--- src/rtl/pwl_lerp_ctrl.sv ---
// Piecewise-linear evaluator front end: scans a breakpoint table for the segment
// holding x, hands the segment to an external float lerp unit, and returns y (with clamp/NaN handling).
module pwl_lerp_ctrl #(
  parameter int S       = 32,
  parameter int N       = 8,
  parameter int AW      = 3,
  parameter int TIMEOUT = 1023
) (
  input  logic          clk,
  input  logic          rst,
  input  logic          wr_en,
  input  logic [AW-1:0] wr_addr,
  input  logic [S-1:0]  wr_x,
  input  logic [S-1:0]  wr_y,
  output logic          tbl_busy,
  input  logic          in_valid,
  output logic          in_ready,
  input  logic [S-1:0]  in_x,
  output logic          out_valid,
  input  logic          out_ready,
  output logic [S-1:0]  out_y,
  output logic [1:0]    out_flag,
  output logic          out_tmo,
  output logic          lerp_start,
  output logic [S-1:0]  lerp_x1,
  output logic [S-1:0]  lerp_x2,
  output logic [S-1:0]  lerp_y1,
  output logic [S-1:0]  lerp_y2,
  output logic [S-1:0]  lerp_x,
  input  logic [S-1:0]  lerp_y,
  input  logic          lerp_done
);

  localparam int          TW        = (TIMEOUT > 1) ? $clog2(TIMEOUT + 1) : 1;
  localparam logic [S-1:0] QNAN     = 32'h7FC0_0000;
  localparam logic [S-1:0] SIGN_BIT = {1'b1, {(S-1){1'b0}}};

  localparam logic [1:0] FLAG_INTERP = 2'b00;
  localparam logic [1:0] FLAG_LOW    = 2'b01;
  localparam logic [1:0] FLAG_HIGH   = 2'b10;
  localparam logic [1:0] FLAG_BAD    = 2'b11;

  typedef enum logic [2:0] {IDLE, SCAN, ISSUE, WAIT, RESP} state_t;

  state_t        state;
  logic [S-1:0]  xs [N];
  logic [S-1:0]  ys [N];
  logic [S-1:0]  x_q;
  logic [AW-1:0] idx;
  logic [TW-1:0] timer;

  // Order-preserving integer key: -0 folds onto +0 so the two compare equal.
  function automatic logic [S-1:0] f_key(input logic [S-1:0] a);
    logic [S-1:0] v;
    v = (a == SIGN_BIT) ? '0 : a;
    return v[S-1] ? ~v : (v | SIGN_BIT);
  endfunction

  function automatic logic f_lt(input logic [S-1:0] a, input logic [S-1:0] b);
    return f_key(a) < f_key(b);
  endfunction

  function automatic logic f_is_nan(input logic [S-1:0] a);
    return (a[30:23] == 8'hFF) && (a[22:0] != '0);
  endfunction

  always_ff @(posedge clk or posedge rst) begin
    if (rst) begin
      state      <= IDLE;
      // NOTE: the table is a register file, not a RAM, precisely so reset can clear it.
      for (int i = 0; i < N; i++) begin
        xs[i] <= '0;
        ys[i] <= '0;
      end
      x_q        <= '0;
      idx        <= '0;
      timer      <= '0;
      tbl_busy   <= 1'b0;
      in_ready   <= 1'b1;
      out_valid  <= 1'b0;
      out_y      <= '0;
      out_flag   <= FLAG_INTERP;
      out_tmo    <= 1'b0;
      lerp_start <= 1'b0;
      lerp_x1    <= '0;
      lerp_x2    <= '0;
      lerp_y1    <= '0;
      lerp_y2    <= '0;
      lerp_x     <= '0;
    end else begin
      // NOTE: default-low here makes lerp_start a single-cycle pulse without extra state.
      lerp_start <= 1'b0;

      case (state)
        IDLE: begin
          if (wr_en && (int'(wr_addr) < N)) begin
            xs[wr_addr] <= wr_x;
            ys[wr_addr] <= wr_y;
          end
          if (in_valid && in_ready) begin
            x_q      <= in_x;
            idx      <= '0;
            in_ready <= 1'b0;
            tbl_busy <= 1'b1;
            if (f_is_nan(in_x)) begin
              out_y     <= QNAN;
              out_flag  <= FLAG_BAD;
              out_tmo   <= 1'b0;
              out_valid <= 1'b1;
              state     <= RESP;
            end else begin
              state <= SCAN;
            end
          end
        end

        SCAN: begin
          if (f_lt(x_q, xs[idx])) begin
            if (idx == '0) begin
              out_y     <= ys[0];
              out_flag  <= FLAG_LOW;
              out_tmo   <= 1'b0;
              out_valid <= 1'b1;
              state     <= RESP;
            end else begin
              // Table is strictly increasing, so xs[idx-1] <= x < xs[idx] and x2-x1 != 0.
              lerp_x1    <= xs[idx - 1'b1];
              lerp_x2    <= xs[idx];
              lerp_y1    <= ys[idx - 1'b1];
              lerp_y2    <= ys[idx];
              lerp_x     <= x_q;
              lerp_start <= 1'b1;
              state      <= ISSUE;
            end
          end else if (idx == AW'(N - 1)) begin
            out_y     <= ys[N-1];
            out_flag  <= FLAG_HIGH;
            out_tmo   <= 1'b0;
            out_valid <= 1'b1;
            state     <= RESP;
          end else begin
            idx <= idx + 1'b1;
          end
        end

        ISSUE: begin
          timer <= '0;
          state <= WAIT;
        end

        WAIT: begin
          if (lerp_done) begin
            out_y     <= lerp_y;
            out_flag  <= FLAG_INTERP;
            out_tmo   <= 1'b0;
            out_valid <= 1'b1;
            state     <= RESP;
          end else if ((TIMEOUT > 0) && (timer == TW'(TIMEOUT - 1))) begin
            out_y     <= QNAN;
            out_flag  <= FLAG_BAD;
            out_tmo   <= 1'b1;
            out_valid <= 1'b1;
            state     <= RESP;
          end else begin
            timer <= timer + 1'b1;
          end
        end

        RESP: begin
          if (out_ready) begin
            out_valid <= 1'b0;
            in_ready  <= 1'b1;
            tbl_busy  <= 1'b0;
            state     <= IDLE;
          end
        end

        default: state <= IDLE;
      endcase
    end
  end

endmodule

--- config.mk ---
export PLATFORM = sky130hd
export DESIGN_NAME = pwl_lerp_ctrl
export DESIGN_NICKNAME = d
export VERILOG_FILES = /design/src/rtl/pwl_lerp_ctrl.sv
export SDC_FILE = /design/constraint.sdc
export NUM_CORES = 2
export LEC_CHECK = 0
export CORE_UTILIZATION = 40
export CTS_CLUSTER_DIAMETER = 100
export DETAILED_ROUTE_END_ITERATION = 10
export PLACE_DENSITY_LB_ADDON = 0.08
export SLEW_MARGIN = 20
export SYNTH_ARGS = -nofsm -noshare
export SYNTH_HDL_FRONTEND = slang
export SYNTH_SLANG_ARGS = --single-unit
--- constraint.sdc ---
create_clock -name clk -period 28.7 [get_ports clk]
set_input_delay 7.175 -clock clk [delete_from_list [all_inputs] [get_ports clk]]
set_output_delay 7.175 -clock clk [all_outputs]
set_load 0.01 [all_outputs]
==> results.txt <==
* WP buf/inv: 5
- WP data required: 29.35 ns
- For the pin with the worst max-slew slack, the measured transition is 1.10 ns.
- Setup violations remaining at the end of the flow were counted as 0.
- The final hold violation count is 0.
* Clock slew seen by the registers of the worst setup and hold paths: 0.06 ns
* Kind of end point of the critical path: async pin
- The worst path uses 36.0% of the clock period.
- STA puts the critical path data arrival time at 10.97 ns.
- Post-synthesis instance area: 38600 um2
- The first routing iteration left 1384 violations.
- In this run the deepest clock path goes through 3 buffers.
- Vias per inst: 5.77
- Summed over all layers, the global routing overflow is 0.
* Rel. slew slack: 26.5%
* Maximum vdd drop: 0.168 mV
- The synthesized design spends more area on one cell type than any other, namely dfrtp_1.
- Wire length of the first global-routing pass: 179000 um
- Leakage Power: 0.0190 uW
- In this run switching power makes up 38.9% of total power.
- Synthesis handed over a netlist of 2759 instances.
- Maximum number of pins on one net before global-route repair: 167
- Total of flip-flops plus latches after synthesis: 759
- On the critical path the largest part of the delay comes from buffers and inverters.
- The flow ran to the end, and the final reports show no timing, DRC or antenna violations.
- The clock net in this run drives a total of 759 sinks.
- The final-report max-slew violation count is 0.
- Post-synth ARST share: 100%
* Power share of the combinational group: 49.6%
- The first detailed-routing pass took 5 iterations.
* Count of antenna-violating nets left after detailed routing: 0
- Finished Cell Area: 46100 um2
- Across the run, the number of max-cap violations was 0.
* Buffers on Ports: 335
- Overall die area: 97600 um2
- Buffers inserted during clock tree synthesis total 89.
- The congestion estimate from routability-driven global placement came to 0.832.
* Internal power summed over all cells: 3860 uW
* Fraction of layout instances using a drive strength above 1: 34.6%
- Clock insertion delay at the later pin of the skew report: 0.65 ns
* Critical Path Max Stage Delay: 0.83 ns
* Top cells by area in the synthesized netlist: dfrtp_1 49%, mux2_2 17%, mux4_2 15%
- Number of buffers added for setup after CTS: 0
- Summed over all nets, the half-perimeter wirelength after detailed placement is 74800 um.
- Global routing used 24.2% of the available tracks across all layers.
- Overall routed net length: 117000 um
* Startpoint class of the critical path: primary input
* Clock power frac: 17.7%
- The die is 312 um wide.
* Cell variety after synth: 65
* Switching component of the power: 2460 uW
- Clock Root Buffer: clkbuf_16
- Sequential-to-total area share from yosys stat: 49.3%
* Power Density: 137 nW/um2
* Area of the core: 95300 um2
- For this run, the top clock speed supported by timing is 96.9 MHz.
- Top-Level Pins: 336
- Maximum fanout count along the critical path: 123
- Area added between synthesis and finish: 19.6%
- Cell Chain, Critical Path: clkdlybuf4s50_1 -> inv_8 -> buf_4 -> buf_4 -> buf_4
* H-tree lvl count: 3
* Worst clock skew: 0.0204 ns
* Hold Worst Slack: 0.480 ns
- TritonCTS built the clock tree.
- Number of vias after detailed routing: 25251
- Most numerous cell on the critical path: buf_4
* Via count of the first global-routing pass: 27364
* Warnings, synthesis: 0
* Cell with the biggest individual delay on the critical path: buf_4
* Fraction of post-synthesis cell area in the top cell type by area: 49.2%
- After detailed placement, the total cell area comes to 43200 um2.
* Starting utilization of the core area: 40.5%
- Post-CTS repair changed the size of 0 cells.
- Most common cell after layout, fill and taps aside: dfrtp_1
- For the finished layout, the period the worst path requires is 10.32 ns.
* Unrepaired setup endpoints after global routing: false
* Number of antenna violations at the first check in global routing: 12
- The worst setup path is of the primary input to async pin kind.
- Aggregate negative setup slack: 0 ns
- Number of synthesized flops with an enable pin: 0
- From bottom edge to top edge, the die measures 312 um.
- Of the total power, registers draw 32.7%.
- Post-layout net count: 3213
- Number of nets produced by synthesis: 2933
* Most used DFF post-synth: dfrtp_1
- Kind of path behind the tightest hold check: flip-flop to flip-flop
- Average instance area after synthesis: 14.0 um2
* DRC violations left: 0
- CTS hold repair buffers: 0
- Cells fill 48.4% of the core in the end.
* Most frequent cells in the layout: 755 x dfrtp_1, 595 x mux2_2, 335 x clkdlybuf4s50_1
- The floorplan has 113 rows.
- Post-DR wirelength/cell: 26.7 um
- Power Total: 6320 uW
synth_stat cells (2+ instances only):
cell type,n
a211oi_1,3
a21o_1,2
a21oi_1,149
a2bb2oi_1,9
a31oi_1,5
and3_1,2
and4_1,2
buf_1,24
buf_2,40
buf_4,5
buf_6,2
clkbuf_1,125
dfrtp_1,758
ha_1,37
inv_1,34
inv_2,2
mux2_1,2
mux2_2,595
mux2i_1,166
mux4_2,253
nand2_1,82
nand2b_1,4
nand3_1,13
nand3b_1,3
nand4_1,16
nor2_1,189
nor2b_1,2
nor3_1,10
nor3b_1,5
nor4_1,44
o2111ai_1,4
o211ai_1,3
o21ai_0,26
o21bai_1,3
o221ai_1,4
o221ai_2,20
o22ai_1,10
o311a_1,3
o41ai_1,4
or3_1,7
or4_1,4
xnor2_1,35
xor2_1,31
cell families after synthesis:
logic type	count (synthesis)	synth area share (%)
AO/OA/AOI/OAI	258	4.38
multiplexers	1017	36.6
buffers and inverters	232	2.48
XOR/XNOR	66	1.50
flip-flops	759	49.3
AND/OR/NAND/NOR	390	4.59
adder cells (fa/ha/maj)	37	1.20
worst reg2reg max path, delay by kind of cell, from the launching register on:
| family | cells | cell delay [ns] |
|---|---|---|
| buf+inv | 8 | 4.38 |
| fa+ha+maj | 1 | 0.25 |
| compound gates | 8 | 1.86 |
| mux | 2 | 1.31 |
| simple gates | 5 | 1.05 |
| flops | 1 | 0.78 |
registers in the layout (all words and copies together) (netlist names), 10 cells and up:
name / flops
lerp_x: 32
lerp_x1: 32
lerp_x2: 32
lerp_y1: 32
lerp_y2: 32
out_y: 32
timer: 10
x_q: 32
xs: 256
ys: 256
worst paths after layout:
| check | startpoint | to | slack, ns | depth (start not counted) |
|---|---|---|---|---|
| setup / recovery | rst | ys[200] | 18.38 | 5 |
| hold / removal | out_valid | out_valid | 0.48 | 1 |
| setup reg to reg | idx[1] | lerp_y1[8] | 18.97 | 24 |
| hold reg to reg | out_valid | out_valid | 0.48 | 1 |
| max in group clk | idx[1] | lerp_y1[8] | 18.97 | 24 |
| min in group asynchronous | rst | lerp_x[7] | 7.07 | 2 |
routing by layer:
| metal | up-vias | share of wire [%] | track usage [%] |
|---|---|---|---|
| met5 | - | 0.087 | 0 |
| met4 | 16 | 3.1 | 7.82 |
| met3 | 186 | 4.4 | 4.16 |
| met2 | 614 | 50 | 41.0 |
| met1 | 13476 | 42 | 31.7 |
| li1 | 10959 | - | - |
cell type report:
cell class | count | area (um2)
inverter | 36 | 143
clock buffer | 143 | 2760
timing repair buffer | 385 | 3780
tap | 1265 | 1580
antenna | 2 | 5.00
sequential | 759 | 19000
clock inverter | 18 | 123
multi-input combinational | 1768 | 18700
fill | 8465 | 49200
stage by stage:
stage	setup slack (ns)	std cells
2_1_floorplan	0.224	2759
3_3_place_gp	17.64	4212
3_5_place_dp	17.58	4212
4_1_cts	18.29	4373
5_1_grt	17.84	4376
6_report	18.38	4376
power groups by stage:
stage                     clock network (uW)  logic (uW)  registers, uW
after floorplan                            0        2130           1950
after CTS                               1150        3190           2070
after global routing                    1190        3390           2140
after global placement                     0        3120           2050
final                                   1120        3140           2070
after detailed placement                   0        3170           2080
Power figures use the tool's default switching activity.
